<file path="config.mk">
export PLATFORM = sky130hd
export DESIGN_NAME = sc_scbc_urc
export DESIGN_NICKNAME = d
export VERILOG_FILES = /design/src/rtl/sc_scbc_urc_pkg.sv /design/src/rtl/sc_scbc_urc.sv
export SDC_FILE = /design/constraint.sdc
export NUM_CORES = 1
export LEC_CHECK = 0
export ABC_CLOCK_PERIOD_IN_PS = 4200
export CORE_ASPECT_RATIO = 1.1
export CORE_MARGIN = 1.5
export CORE_UTILIZATION = 54
export DETAILED_ROUTE_END_ITERATION = 8
export PLACE_DENSITY = 0.92
export SYNTH_ARGS = -nofsm -noshare
export SYNTH_HDL_FRONTEND = slang
export SYNTH_SLANG_ARGS = --single-unit
</file>
<file path="constraint.sdc">
create_clock -name ULPICLK -period 4.2 [get_ports ULPICLK]
set_clock_uncertainty 0.2 [all_clocks]
set_input_delay 1.26 -clock ULPICLK [delete_from_list [all_inputs] [get_ports ULPICLK]]
set_output_delay 1.26 -clock ULPICLK [all_outputs]
set_load 0.01 [all_outputs]
</file>
<file path="src/rtl/sc_scbc_urc_pkg.sv">
// ULPI register controller shared types.
// FSM states, TX command prefixes and command-byte helper.
package sc_scbc_urc_pkg;

  typedef enum logic [3:0] {
    IDLE,
    CMD,
    EXTA,
    WDAT,
    STP,
    TURN,
    RDAT,
    TURNB,
    ABORT,
    DONE
  } urcState_t;

  localparam logic [1:0] ULPI_TXCMD_REGWR = 2'b10;
  localparam logic [1:0] ULPI_TXCMD_REGRD = 2'b11;
  localparam logic [5:0] ULPI_EXTADDR     = 6'h2F;

  function automatic logic is_ext(input logic [7:0] addr);
    return addr >= 8'h2F;
  endfunction

  function automatic logic [7:0] cmd_byte(
    input logic [7:0] addr,
    input logic       rd
  );
    logic [1:0] pfx;
    logic [5:0] a;
    pfx = rd ? ULPI_TXCMD_REGRD : ULPI_TXCMD_REGWR;
    a   = is_ext(addr) ? ULPI_EXTADDR : addr[5:0];
    return {pfx, a};
  endfunction

endpackage

</file>
<file path="src/rtl/sc_scbc_urc.sv">
// ULPI register controller: turns ULLA requests into
// RegWrite/RegRead bus transactions with timeout and abort.
module sc_scbc_urc
  import sc_scbc_urc_pkg::*;
#(
  parameter int NXT_TIMEOUT = 255
) (
  input  logic       ULPICLK,
  input  logic       ULPIRST,
  input  logic       ULLA_REQ,
  output logic       ULLA_ACK,
  input  logic [7:0] ULLA_ADDR,
  input  logic       ULLA_WR0RD1,
  input  logic [7:0] ULLA_WRDATA,
  output logic [7:0] URC_DATA,
  output logic       URC_ERR,
  input  logic       LINK_IDLE,
  output logic       URC_BUSY,
  input  logic       ULPI_DIR,
  input  logic       ULPI_NXT,
  output logic       ULPI_STP,
  input  logic [7:0] ULPI_DATA_I,
  output logic [7:0] ULPI_DATA_O,
  output logic       ULPI_DATA_OE
);

  localparam int CW = $clog2(NXT_TIMEOUT + 1);
  localparam logic [CW-1:0] TO_LAST = CW'(NXT_TIMEOUT - 1);

  urcState_t     state;
  logic [CW-1:0] cnt;
  logic [7:0]    addr_q;
  logic [7:0]    wdat_q;
  logic          rd_q;
  logic          drive;
  logic          to_hit;

  assign ULPI_DATA_OE = drive & ~ULPI_DIR;
  assign to_hit       = (cnt == TO_LAST);

  always_ff @(posedge ULPICLK) begin
    if (ULPIRST) begin
      state       <= IDLE;
      cnt         <= '0;
      addr_q      <= '0;
      wdat_q      <= '0;
      rd_q        <= 1'b0;
      drive       <= 1'b0;
      ULLA_ACK    <= 1'b0;
      URC_DATA    <= '0;
      URC_ERR     <= 1'b0;
      URC_BUSY    <= 1'b0;
      ULPI_STP    <= 1'b0;
      ULPI_DATA_O <= '0;
    end else begin
      cnt      <= '0;
      ULLA_ACK <= 1'b0;
      ULPI_STP <= 1'b0;
      unique case (state)
        IDLE: begin
          if (ULLA_REQ && LINK_IDLE && !ULPI_DIR) begin
            state       <= CMD;
            addr_q      <= ULLA_ADDR;
            wdat_q      <= ULLA_WRDATA;
            rd_q        <= ULLA_WR0RD1;
            drive       <= 1'b1;
            URC_BUSY    <= 1'b1;
            ULPI_DATA_O <= cmd_byte(ULLA_ADDR, ULLA_WR0RD1);
          end
        end
        CMD, EXTA, WDAT: begin
          // PHY wins a DIR/NXT collision
          if (ULPI_DIR) begin
            state       <= ABORT;
            drive       <= 1'b0;
            ULPI_DATA_O <= '0;
          end else if (ULPI_NXT) begin
            if (state == CMD && is_ext(addr_q)) begin
              state       <= EXTA;
              ULPI_DATA_O <= addr_q;
            end else if (state == WDAT) begin
              state       <= STP;
              ULPI_STP    <= 1'b1;
              ULPI_DATA_O <= '0;
            end else if (rd_q) begin
              state       <= TURN;
              drive       <= 1'b0;
              ULPI_DATA_O <= '0;
            end else begin
              state       <= WDAT;
              ULPI_DATA_O <= wdat_q;
            end
          end else if (to_hit) begin
            state       <= DONE;
            drive       <= 1'b0;
            ULPI_DATA_O <= '0;
            ULLA_ACK    <= 1'b1;
            URC_ERR     <= 1'b1;
          end else begin
            cnt <= cnt + CW'(1);
          end
        end
        STP: begin
          state    <= DONE;
          drive    <= 1'b0;
          ULLA_ACK <= 1'b1;
          URC_ERR  <= 1'b0;
        end
        TURN: begin
          if (ULPI_DIR) begin
            state <= RDAT;
          end else if (to_hit) begin
            state    <= DONE;
            ULLA_ACK <= 1'b1;
            URC_ERR  <= 1'b1;
          end else begin
            cnt <= cnt + CW'(1);
          end
        end
        RDAT: begin
          if (ULPI_DIR && !ULPI_NXT) begin
            state    <= TURNB;
            URC_DATA <= ULPI_DATA_I;
          end else begin
            state <= ABORT;
          end
        end
        TURNB: begin
          if (!ULPI_DIR) begin
            state    <= DONE;
            ULLA_ACK <= 1'b1;
            URC_ERR  <= 1'b0;
          end
        end
        ABORT: begin
          // request stays high, so IDLE retries it
          if (!ULPI_DIR) begin
            state    <= IDLE;
            URC_BUSY <= 1'b0;
          end
        end
        DONE: begin
          state    <= IDLE;
          URC_BUSY <= 1'b0;
        end
        default: begin
          state    <= IDLE;
          drive    <= 1'b0;
          URC_BUSY <= 1'b0;
        end
      endcase
    end
  end

endmodule

</file>
# Word level (Yosys, flattened, before mapping)
# Cells that the tools add are included.
[classes]
addsub = 1
order_cmp = 2
eq_ne = 20
muxes = 49
bitwise_logic = 6
reduce_logical = 20
[op_table]
columns = ["cell", "n"]
rows = [
  ["two-way mux 8 bit", 11],
  ["two-way mux 4 bit", 8],
  ["one-hot mux 8 bit (2 select lines)", 2],
  ["one-hot mux 4 bit (7 select lines)", 1],
  ["two-way mux 1 bit", 19],
  ["== test 4 x 3 -> 1 bit, second input constant", 4],
  [">= comparator 8 x 6 -> 1 bit, second input constant", 2],
  ["!= test 4 bit, second input constant", 4],
  ["!= test 2 bit, second input constant", 6],
  ["OR reduction 5 bit", 2],
  ["two-way mux 3 bit", 3],
  ["AND reduction 3 bit", 3],
  ["adder 8 x 1 -> 8 bit, second input constant", 1],
  ["== test 4 x 2 -> 1 bit, second input constant", 2],
  ["== test 4 bit, second input constant", 2],
  ["== test 8 bit, second input constant", 1],
  ["one-hot mux 1 bit (4 select lines)", 2],
  ["OR reduction 7 bit", 1],
  ["two-way mux 6 bit", 1],
  ["one-hot mux 1 bit (3 select lines)", 2],
  ["AND reduction 6 bit", 1],
  ["inverter 1 bit", 5],
  ["AND reduction 5 bit", 1],
  ["== test 4 x 1 -> 1 bit, second input constant", 1],
  ["other kinds (8)", 13],
]
[word_totals]
reg_bits = 50
input_bits = 31

# Logic depth before layout (Yosys ltp)
[depth]
ltp_word = 6
mapped_depth = 7

# Worst setup path before layout
# OpenSTA, ideal clock, no wires.
[synth_path]
path_type = "input port to output port"
startpoint = "input ULPI_DIR"
endpoint = "output ULPI_DATA_OE"
arrival_ns = 1.639
required_ns = 2.740
slack_ns = 1.101
cell_stages = 2
n_path_buf = 1
cell_sequence = "clkbuf_1 nor2b_1"
[synth_between]
elab_chain_len = 2
[synth_rtl]
columns = ["element", "line_no", "text"]
rows = [
  ["start, declared", "sc_scbc_urc.sv:19", "input logic ULPI_DIR,"],
  ["inverter 1 bit", "sc_scbc_urc.sv:38", "assign ULPI_DATA_OE = drive & ~ULPI_DIR;"],
  ["bitwise AND 1 bit", "sc_scbc_urc.sv:38", ""],
  ["end, declared", "sc_scbc_urc.sv:24", "output logic ULPI_DATA_OE"],
]
# No other way between the ends.

# Worst setup path after layout
# Same ends and word-level chain as after synthesis.

==> summary.md <==
| Metric | Value |
|---|---|
| Final setup violation count | 0 |
| Max-cap violations | 0 |
| Crit-path cells | clkdlybuf4s50_1 -> nor2b_1 -> clkdlybuf4s50_1 |
| Syn nets | 325 |
| Fmax | 0.263 GHz |
| Status | finished clean |
| Stages on worst setup path | 3 |
| Die Area | 4830 µm² |
| Lkg Pwr | 1.07 nW |
| Final period util | 0.907 |
| CP max-delay cell | clkdlybuf4s50_1 |
| DRT Pass-1 Iters | 5 |
| Most frequent cell after synthesis | dfxtp_1 |
| Fin. max-slew vios | 0 |
| Clk_lat worst skew | 310 ps |
| ANT nets after route | 0 |
| GRT met2 Usage | 0.389 |
| Most frequent CP cell | clkdlybuf4s50_1 |
| R2R Path End | ULPI_DATA_O[0] |
| GRT Overall Usage | 0.246 |
| Post-synth EDFFs | 0 |
| Ys Warns | 0 |
| I/O pin count | 52 |
| Gr busiest metal | met2 |
| Synth Area in XOR/XNOR | 0.0220 |
| RD Place Congestion | 0.869 |
| Placed Cells incl. Taps | 385 |
| DR iter-0 viols | 216 |
| Die Span Y | 72.7 µm |
| RSZ-0062 raised after global routing | false |
| Crit path launch | ULPI_DIR |
| Routed length per placed instance | 14.8 µm |
| ANT cells | 0 |
| Avg Cell Area, Syn | 8.17 µm² |
| Async set-or-reset flop fraction in the synthesized netlist | 0 |
| Final hold vios | 0 |
| Area grow syn2layout | 26.3% |
| Crit path largest cell delay | 530 ps |
| Worst EP required | 2740 ps |
| DR DRC count | 0 |
| Grt ovf | 0 |
| Int Pwr | 0.685 mW |
| Crit-path max FO | 2 |
| Initial Utilization | 0.557 |
| FF-to-FF Start | state[0] |
| Crit path to | ULPI_DATA_OE |
| HP Class | flop to flop |
| Gates resized, CTS repair | 0 |
| Flops & latches, synth | 50 |
| Worst Reg2Reg Path Length in Cells | 5 |
| Non-Filler Instances | 393 |
| Initial antenna violation count | 0 |
| Crit path kind | input pin to output pin |
| Biggest area consumer among synthesized cells | dfxtp_1 |
| Data arrival time of the worst path | 2350 ps |
| Mux cell area share after synthesis | 0.0378 |
| Mapped Area | 2390 µm² |
| Worst-margin pin slew | 727 ps |
| Largest net degree at the start of global routing | 33 |
| Post-Synth Simple-Gate Area | 0.262 |
| IO Port Bufs | 51 |
| WL final | 5.81 mm |
| H-tree depth | 2 |
| CTS tree | done |
| Postcts setup bufs | 0 |
| Number of CTS-inserted buffers | 5 |
| Clk pin slew, worst setup/hold paths | 90 ps |
| Synth Area in Compound Gates | 0.212 |
| Switching power | 0.251 mW |
| Clock sink count | 50 |
| Sequential-to-total area share from yosys stat | 0.420 |
| Commonest cells in the netlist | dfxtp_1 (50), nand2_1 (47), nor2_1 (32) |
| Total number of vias | 2345 |
| Setup TNS | 0 ps |
| Slew HR | 0.513 |
| Worst Path Buf+Inv | 2 |
| Met3 usage | 0.0664 |
| Top FF cell, synth | dfxtp_1 |
| Vias in the first global route | 2081 |
| Cell Rows | 25 |
| # hold bufs at CTS | 0 |
| Gate Count Post-Synth | 292 |
| Comb pwr share | 0.152 |
| Synth Area in Adders | 0.0105 |
| Core ar. | 4290 µm² |
| Fraction of layout cells with a size suffix above 1 | 0.0531 |
| Clock Power Share | 0.309 |
| Worst VDD drop | 198 µV |
| Worst setup EP type | output pin |
| CTS root buf | clkbuf_8 |
| Nets | 371 |
| Type of origin of the critical path | input pin |
| Area share of the largest cell type after synthesis | 0.420 |
| Grt met1 use | 0.329 |
| Synth cell types | 48 |
| Die outline width | 66.4 µm |
| Largest cells by area after synthesis | dfxtp_1 (42%), nand2_1 (7.4%), a21oi_1 (5.5%) |
| Vias/cell | 5.97 |
| Flop pwr share | 0.539 |
| Pwr Density | 311 nW/µm² |
| Largest family of logic cells by synthesized area | simple AND/OR/NAND/NOR gates |
| First-pass GRT wire length | 9.32 mm |
| Hold Slack | 269 ps |
| Final HPWL from detailed placement | 4.13 mm |
| Fin crit period | 3810 ps |
| Maximum root-to-sink buffer count | 2 |
| R2r setup slk | 1700 ps |
| Sw Share | 0.268 |
| Top Family by Delay on Critical Path | buffers and inverters |
-- state kept, by name (all words and copies together), names as in the netlist, 4 cells and up --
register / count
ULPI_DATA_O: 8
URC_DATA: 8
addr_q: 8
cnt: 8
state: 4
wdat_q: 8
-- layout by cell type (no fill, tap or decap), types with 3 or more instances in the layout --
cell type and instances:
and2_1 6, nor3_1 6, xor2_1 5, nor2_1 32
nor2b_1 8, o221ai_1 4, inv_1 3, nand3_1 10
a31oi_1 4, dfxtp_1 50, a211o_1 3, a21oi_1 26
o21ai_0 10, a311oi_1 9, nand4_1 4, clkdlybuf4s50_1 51
nand2_1 47, buf_4 4, mux2i_1 9, clkbuf_8 5
o211ai_1 4, a21o_1 3
-- cell families after synthesis --
group,Yosys count
AOI/OAI and AO/OA,75
buffers and inverters,19
adders and majority gates,2
xor gates and xnor gates,6
and+or+nand+nor,131
muxes,9
DFF,50
-- worst min-delay path by stage --
stage | startpoint | slack, ps | cells after the start | to
floorplan | wdat_q[0] | 230 | 2 | wdat_q[0]
global placement | wdat_q[2] | 240 | 2 | wdat_q[2]
detailed placement | wdat_q[7] | 260 | 2 | wdat_q[7]
CTS | wdat_q[7] | 270 | 2 | wdat_q[7]
global route | wdat_q[2] | 300 | 2 | wdat_q[2]
finish | wdat_q[7] | 270 | 2 | wdat_q[7]
-- per-layer routing --
metal	up-vias	wire length [µm]
met5	-	0
met4	0	26
met3	2	524
met2	125	2800
met1	1078	2460
li1	1140	-
-- stage by stage --
stage | utilization | power [mW] | worst slack [ps] | area [µm²]
2_1_floorplan | - | 0.589 | 1100 | 2390
3_3_place_gp | 0.681 | 0.652 | 372 | 2920
3_5_place_dp | 0.681 | 0.656 | 368 | 2920
4_1_cts | 0.703 | 0.934 | 368 | 3010
5_1_grt | 0.703 | 0.973 | 329 | 3010
6_report | 0.703 | 0.936 | 392 | 3010
-- power groups by stage --
| stage | Clock (mW) | Sequential (mW) | Combinational [mW] |
|---|---|---|---|
| global route | 0.311 | 0.507 | 0.155 |
| CTS | 0.289 | 0.505 | 0.141 |
| detailed placement | 0 | 0.516 | 0.141 |
| finish | 0.289 | 0.505 | 0.142 |
| floorplan | 0 | 0.516 | 0.0725 |
| global placement | 0 | 0.515 | 0.138 |
-- layout make-up --
cell class              count  area (µm²)
clock buffers               5        68.8
repair buffers             55         541
clock inverters             3        23.8
fillers                   329        1270
inverters                   3        11.3
multi-input cells         223        1300
well taps                  54        67.6
flip-flops and latches     50        1000
-- worst reg2reg max path: stages (launching register included) --
cell and delay [ps]:
dfxtp_1 580, nor2b_1 390, nand2_1 190, a21oi_1 530
o221ai_1 240, a311oi_1 290
No activity file was read; power rests on OpenSTA's default activity.
